$ cat config.mk
export PLATFORM = sky130hd
export DESIGN_NAME = serial_add_ctrl
export DESIGN_NICKNAME = d
export VERILOG_FILES = /design/src/rtl/serial_add_ctrl_pkg.sv /design/src/rtl/serial_add_ctrl_fa.sv /design/src/rtl/serial_add_ctrl.sv
export SDC_FILE = /design/constraint.sdc
export NUM_CORES = 1
export LEC_CHECK = 0
export CAP_MARGIN = 40
export CORE_MARGIN = 5
export CORE_UTILIZATION = 46
export CTS_CLUSTER_DIAMETER = 40
export DETAILED_ROUTE_END_ITERATION = 16
export GPL_ROUTABILITY_DRIVEN = 1
export PLACE_DENSITY = 0.85
export SYNTH_ARGS = -nofsm -noshare
export SYNTH_HDL_FRONTEND = slang
export SYNTH_SLANG_ARGS = --single-unit
export TNS_END_PERCENT = 1
$ cat constraint.sdc
create_clock -name clk -period 1.3 [get_ports clk]
set_input_delay 0.325 -clock clk [delete_from_list [all_inputs] [get_ports clk]]
set_output_delay 0.325 -clock clk [all_outputs]
set_load 0.02 [all_outputs]
$ cat src/rtl/serial_add_ctrl_pkg.sv
// Shared types and constants for the bit-serial adder controller.
// The state encoding is fixed so that the unused code 2'd3 can be recovered deterministically.
package serial_add_pkg;

    localparam int DEFAULT_WIDTH = 8;

    typedef enum logic [1:0] {
        IDLE = 2'd0,
        ADD  = 2'd1,
        DONE = 2'd2
    } state_e;

    // The counter carries one spare bit so it never wraps inside an operation.
    function automatic int cnt_width(input int width);
        return $clog2(width) + 1;
    endfunction

endpackage

$ cat src/rtl/serial_add_ctrl_fa.sv
// Single-bit full-adder cell, time-shared by the serial adder controller.
module fa (
    input  logic a,
    input  logic b,
    input  logic cin,
    output logic sum,
    output logic cout
);

    assign sum  = a ^ b ^ cin;
    assign cout = (a & b) | (a & cin) | (b & cin);

endmodule

$ cat src/rtl/serial_add_ctrl.sv
// Bit-serial WIDTH-bit adder: one full-adder cell is stepped LSB first, one bit per clock.
//
// state | meaning
// IDLE  | waiting for start; operands, carry-in and counter load on the accepted start
// ADD   | one bit per edge through u_fa0; the carry flop holds the running carry
// DONE  | one-cycle done pulse; sum/cout were loaded on entry and hold until the next op
module serial_add_ctrl
    import serial_add_pkg::*;
#(
    parameter int WIDTH = DEFAULT_WIDTH
) (
    input  logic             clk,
    input  logic             rst,
    input  logic             start,
    input  logic [WIDTH-1:0] a,
    input  logic [WIDTH-1:0] b,
    input  logic             cin,
    output logic             busy,
    output logic             done,
    output logic [WIDTH-1:0] sum,
    output logic             cout
);

    localparam int CNT_W = cnt_width(WIDTH);

    if (WIDTH < 1 || WIDTH > 32) begin : g_width_check
        $error("serial_add_ctrl: WIDTH must be within 1..32");
    end

    state_e             state_q, state_d;
    logic [WIDTH-1:0]   a_sh_q, a_sh_d;
    logic [WIDTH-1:0]   b_sh_q, b_sh_d;
    logic [WIDTH-1:0]   s_sh_q, s_sh_d;
    logic               carry_q, carry_d;
    logic [CNT_W-1:0]   cnt_q, cnt_d;
    logic [WIDTH-1:0]   sum_q, sum_d;
    logic               cout_q, cout_d;

    logic               fa_sum;
    logic               fa_cout;
    logic [WIDTH-1:0]   s_sh_shift;
    logic               last_bit;

    fa u_fa0 (
        .a    (a_sh_q[0]),
        .b    (b_sh_q[0]),
        .cin  (carry_q),
        .sum  (fa_sum),
        .cout (fa_cout)
    );

    // New sum bit enters at the MSB so after WIDTH steps bit 0 sits at the LSB.
    assign s_sh_shift = (s_sh_q >> 1) | (WIDTH'(fa_sum) << (WIDTH - 1));
    assign last_bit   = (cnt_q == CNT_W'(WIDTH - 1));

    always_comb begin
        state_d = state_q;
        a_sh_d  = a_sh_q;
        b_sh_d  = b_sh_q;
        s_sh_d  = s_sh_q;
        carry_d = carry_q;
        cnt_d   = cnt_q;
        sum_d   = sum_q;
        cout_d  = cout_q;

        case (state_q)
            IDLE: begin
                if (start) begin
                    a_sh_d  = a;
                    b_sh_d  = b;
                    carry_d = cin;
                    cnt_d   = '0;
                    state_d = ADD;
                end
            end
            ADD: begin
                a_sh_d  = a_sh_q >> 1;
                b_sh_d  = b_sh_q >> 1;
                s_sh_d  = s_sh_shift;
                carry_d = fa_cout;
                cnt_d   = cnt_q + CNT_W'(1);
                if (last_bit) begin
                    sum_d   = s_sh_shift;
                    cout_d  = fa_cout;
                    state_d = DONE;
                end
            end
            DONE: begin
                state_d = IDLE;
            end
            default: begin
                state_d = IDLE;
            end
        endcase
    end

    always_ff @(posedge clk) begin
        if (rst) begin
            state_q <= IDLE;
            a_sh_q  <= '0;
            b_sh_q  <= '0;
            s_sh_q  <= '0;
            carry_q <= 1'b0;
            cnt_q   <= '0;
            sum_q   <= '0;
            cout_q  <= 1'b0;
        end else begin
            state_q <= state_d;
            a_sh_q  <= a_sh_d;
            b_sh_q  <= b_sh_d;
            s_sh_q  <= s_sh_d;
            carry_q <= carry_d;
            cnt_q   <= cnt_d;
            sum_q   <= sum_d;
            cout_q  <= cout_d;
        end
    end

    assign busy = (state_q != IDLE);
    assign done = (state_q == DONE);
    assign sum  = sum_q;
    assign cout = cout_q;

endmodule

# Word-level counts from Yosys, hierarchy flattened
# Cells that the tools add are included.
# totals
register_bits	40
latchBits	0
ram_bits	0
rom_bits	0
elab_cells	39
memories	0
# op_classes
add_sub_neg	1
mul	0
div	0
order_cmp	0
eq_ne	5
shifts	0
mux	11
n_bitwise	8
reduce_logical	6
# op_table
operator	count
$pmux 8 s2	2
$mux 8	2
$or 7x8->8	1
$pmux 4 s2	1
$reduce_and 2->1	3
$add 4x1->4 const B	1
$eq 4x3->1 const B	1
$mux 2	2
$mux 4	1
$ne 2x2->1 const B	2
$pmux 2 s2	1
$reduce_bool 2->1	2
$and 1x1->1	3
$eq 2x1->1 const B	1
$eq 2x2->1 const B	1
$logic_not 2->1	1
$or 1x1->1	2
$pmux 1 s2	1
$xor 1x1->1	2
$mux 1	1

# Logic depth before layout (Yosys ltp)
# depth
depth_word	4
ltp_mapped	6

# Cells and area by module
# Synthesis repeated with hierarchy kept, for this count alone.
# hier_totals
hier_cells	212
area_unflattened_um2	1793.0
# by_module_without_submodules
mod	instances	cells_per_inst	area_per_inst_um2
serial_add_ctrl	1	211	1773.0
fa	1	1	20.0

# Worst setup path after synthesis
# Ideal clock, no wire load.
# synth_path
path_kind	register -> output
from	register state_q[1]
to	output port done
arrival_time_ns	1.014
required_ns	0.975
slack_ns	-0.039
stages_incl_launch_ff	4
n_path_buf	1
path_cell_list	dfxtp_1 > inv_1 > clkbuf_1 > nor2_1
# synth_between
elab_chain_cells	1
# synth_rtl
item	line	source
start: declaration	serial_add_ctrl.sv:30	state_e state_q, state_d;
start signal: assignment	serial_add_ctrl.sv:108	state_q <= state_d;
$eq 2x2->1	serial_add_ctrl.sv:120	assign done = (state_q == DONE);
end: declaration	serial_add_ctrl.sv:19	output logic done,
# No other way between the ends.

# Worst setup path in the final report
# layout_path
from	register state_q[1]
to	output port busy
# layout_between
elab_chain_cells	1
# layout_rtl
item	line	source
$reduce_bool 2->1	serial_add_ctrl.sv:119	assign busy = (state_q != IDLE);
end: declaration	serial_add_ctrl.sv:18	output logic busy,
# No other way between the ends.

==> out/results.txt <==
The run finished, with violations left. The final reports fail on negative setup slack. For this run, the detailed router's first-pass iteration total came to 6. The setup slack of the critical path after layout is -0.0310 ns.

A synthesized cell averages 8.73 um2. The die is 70.1 um wide. The leading area contributor after synthesis is sky130_fd_sc_hd__dfxtp_1. Internal power comes to 1.74 mW. The run gives 83.2% as the worst max-slew margin expressed relative to the limit. The worst hold path passes through 2 cells. The mean number of vias per cell is 5.37, and the fraction of synthesized cell area taken by the top area cell type is 47.1%. The run gives 832 um2 as the multi-input combinational cell area. Counting the buffers created by CTS gives 5.

The floorplan step defined a core boundary enclosing 0.00342 mm2. Summed over all nets, the switching power comes to 581 uW. The logs give 0 for the Yosys warning count and 0.35 ns for the clock latency on the worst-skew pair.

Power comes to 2.32 mW. After detailed routing, the average wire length per cell comes to 13.1 um. The worst setup path is launched from a flop. For this run, the leading register cell type out of synthesis is sky130_fd_sc_hd__dfxtp_1.

Setup repair after global routing could not meet its margin everywhere. The area growth from synthesis to layout is 31.8%. The overall global routing resource usage came out at 14.8%. The final layout contains 248 nets.

Summed over all layers, the routed wires come to 3570 um. The number of global-route vias before repair was 1,364. The initial antenna violation count came out at 0. Share of synthesized area occupied by flip-flops and latches: 47.1%. For the total grt overflow, the log shows 0. In the final layout, flip-flops and latches occupy 791 um2. For the number of cells after detailed placement, the log shows 265. In this run the power density over the cells is 1060 mW/mm2.

Clock-pin slew was measured on the worst setup and hold paths at 0.11 ns. In this run, flip-flops and latches consume 55.3% of the power. In this run switching power makes up 25.0% of total power.

Setup violations remaining at the end of the flow were counted as 2. For the worst setup path, the data required time is 0.98 ns. The logs give 1.01 ns for the data arrival at the endpoint of the critical path and 40 for the maximum number of pins on one net before global-route repair. 31 I/O pins were placed. The highest achievable clock rate came out at 751 MHz. For the weighted congestion at the end of routability-driven global placement, the log shows 0.805.

The fraction of layout instances using a drive strength above 1 is 23.3%. Worst setup skew after layout: 0.00776 ns. Once the floorplan was initialized, standard cells occupied 48.6% of the core. The H-tree generated during clock tree synthesis spans 2 levels. The critical path is of the reg2out type. Of the total power, the clock network draws 30.4%. Synthesized instance count: 190. The area of the die is 0.00491 mm2.

The number of pins exceeding their max-slew limit in the final report was 0; the filler cell count was 277. The register-to-register setup slack is 0.04 ns, and the total standard cell area after synthesis is 0.00166 mm2. Of all nets on the critical path, the largest fanout is 4. Input and output buffers added on the ports amount to 30.

The synthesized design contains 0 enable-type register cells. The master cell of the clock root buffer is sky130_fd_sc_hd__clkbuf_4. The synthesized design contains 39 register bits.

Clock tree synthesis found a total of 39 sinks. Counting I/O delays and the setup requirement, the final critical path takes 1.33 ns. The number of remaining DRC errors was 0; the number of nets produced by synthesis was 212. STA classifies the critical path endpoint as a primary output. The logs give 273 for the count of placed standard cells in the final layout, fillers left out and 1,467 for the via total after detailed routing.

Ranked by total cell area, the synthesized netlist is headed by sky130_fd_sc_hd__dfxtp_1 (47%), sky130_fd_sc_hd__a211oi_1 (7.2%), sky130_fd_sc_hd__nor2_1 (6.6%), sky130_fd_sc_hd__a21bo_1 (5.4%), sky130_fd_sc_hd__a21oi_1 (5.1%). Before CTS, the worst setup slack after placement is -0.209 ns. The min-delay analysis places its worst path in the category reg2reg. At the pin with the least slew margin, the transition time is 0.252 ns.

In the synthesized netlist the async set-or-reset flop fraction comes to 0%. For the number of setup buffers added after CTS, the log shows 0. TritonCTS built the clock tree. Row count: 21. The count of max-cap constraint violations was 0.

The count of nets left with antenna violations once routing finished came out at 0. After synthesis, the netlist uses 29 different library cells. The logs give 0 for the final count of hold timing violations and 0.465 ns for the worst hold margin.

The worst register-to-register path has a depth of 4. For this design the static power due to leakage is 0.830 nW. Combinational cells account for 14.3% of the total power. The portion of the clock cycle consumed by the worst path in the final layout was 102%; the chip height was 70.1 um. The first routing iteration left 116 violations. Across the VDD grid, the largest voltage drop is 0.529 mV.

The longest clock path from root to sink contains 2 buffers. The antenna cell count is 0, and the wire length of the first global-routing pass is 6020 um. Measured on the finished design, the core utilization comes to 64.0%.

For the half-perimeter wire length after placement, the log shows 2370 um.
sequential cells by signal, summed over array words and instances (netlist names):
| signal | flops |
|---|---|
| carry_q | 1 |
| state_q | 2 |
| a_sh_q | 8 |
| sum | 8 |
| cnt_q | 4 |
| b_sh_q | 8 |
| cout | 1 |
| s_sh_q | 7 |
per-stage QoR:
stage	TNS, ns	area [um2]
global placement	-4.64	2090
detailed placement	-5.19	2090
finish	-0.0385	2190
floorplan	0	1660
CTS	-0.0672	2190
global route	-0.157	2190
worst max-delay path, stage by stage, from the launching register on:
cell and delay (ns):
sky130_fd_sc_hd__dfxtp_4 0.38, sky130_fd_sc_hd__nor2_4 0.12, sky130_fd_sc_hd__inv_2 0.04, sky130_fd_sc_hd__buf_6 0.12
power groups by stage:
stage               registers [mW]  logic [mW]  clock network [mW]
floorplan                     1.30       0.194                   0
global placement              1.31       0.309                   0
detailed placement            1.31       0.310                   0
CTS                           1.28       0.322               0.715
global route                  1.29       0.364               0.768
finish                        1.28       0.332               0.705
layout by cell type, fill, tap and decap left out, types with 2 or more instances in the layout:
cell type / instances
sky130_fd_sc_hd__a21oi_2: 3
sky130_fd_sc_hd__nand3_1: 11
sky130_fd_sc_hd__dfxtp_2: 2
sky130_fd_sc_hd__buf_4: 11
sky130_fd_sc_hd__clkdlybuf4s50_1: 19
sky130_fd_sc_hd__buf_12: 3
sky130_fd_sc_hd__buf_6: 3
sky130_fd_sc_hd__a21oi_1: 14
sky130_fd_sc_hd__a211oi_1: 14
sky130_fd_sc_hd__dfxtp_4: 2
sky130_fd_sc_hd__dfxtp_1: 35
sky130_fd_sc_hd__o2bb2ai_1: 7
sky130_fd_sc_hd__inv_2: 3
sky130_fd_sc_hd__clkbuf_8: 2
sky130_fd_sc_hd__nand2_1: 19
sky130_fd_sc_hd__a21bo_1: 9
sky130_fd_sc_hd__a32oi_1: 2
sky130_fd_sc_hd__buf_2: 9
sky130_fd_sc_hd__a211oi_2: 2
sky130_fd_sc_hd__clkbuf_4: 5
sky130_fd_sc_hd__nor2_1: 27
sky130_fd_sc_hd__o22ai_1: 8
cells by family (layout without fill, tap and decap cells):
| logic type | count (synthesis) | count (layout) | synth area share (%) |
|---|---|---|---|
| adders and majority gates | 2 | 2 | 1.96 |
| and+or+nand+nor | 64 | 64 | 16.2 |
| DFF | 39 | 39 | 47.1 |
| muxes | 1 | 1 | 0.603 |
| AOI/OAI and AO/OA | 64 | 64 | 28.1 |
| buffers and inverters | 20 | 57 | 6.11 |
routing by layer:
| layer | wire, um | GRT usage [%] | vias to the layer above | share of wire [%] |
|---|---|---|---|---|
| met1 | 1630 | 19.2 | 674 | 46 |
| met3 | 195 | 5.02 | 5 | 5.5 |
| li1 | - | - | 749 | - |
| met2 | 1700 | 22.7 | 39 | 48 |
| met4 | 48 | 5.74 | 0 | 1.3 |
| met5 | 0 | 0 | - | 0 |
path summary, 6_finish.rpt:
path,startpoint,endpoint
worst max register to register,state_q[1],cnt_q[3]
worst min register to register,s_sh_q[1],s_sh_q[1]
worst min-delay path,s_sh_q[1],s_sh_q[1]
worst max-delay path,state_q[1],busy
area by class of cell:
cell class,instances,share of cell area (%)
clock buffer,8,3.15
inverter,3,0.515
multi-input combinational,131,38.0
sequential,39,36.2
tap,46,2.63
timing repair buffer,46,19.5
repair_timing:
| item | 4_1_cts | 5_1_grt |
|---|---|---|
| hold buffers | 0 | 0 |
| setup endpoints to repair | 40 | 38 |
| pin swaps | 2 | 4 |
| gates resized for setup | 52 | 20 |
| gates cloned | 0 | 0 |
synthesized netlist by cell type, types with 2 or more instances:
library cell / number
sky130_fd_sc_hd__a211oi_1: 16
sky130_fd_sc_hd__a21bo_1: 9
sky130_fd_sc_hd__a21oi_1: 17
sky130_fd_sc_hd__a32oi_1: 2
sky130_fd_sc_hd__buf_2: 6
sky130_fd_sc_hd__buf_6: 2
sky130_fd_sc_hd__clkbuf_1: 7
sky130_fd_sc_hd__dfxtp_1: 39
sky130_fd_sc_hd__inv_1: 2
sky130_fd_sc_hd__nand2_1: 19
sky130_fd_sc_hd__nand2b_1: 2
sky130_fd_sc_hd__nand3_1: 11
sky130_fd_sc_hd__nor2_1: 29
sky130_fd_sc_hd__o22ai_1: 8
sky130_fd_sc_hd__o2bb2ai_1: 7
(Power assumes the default switching activity.)
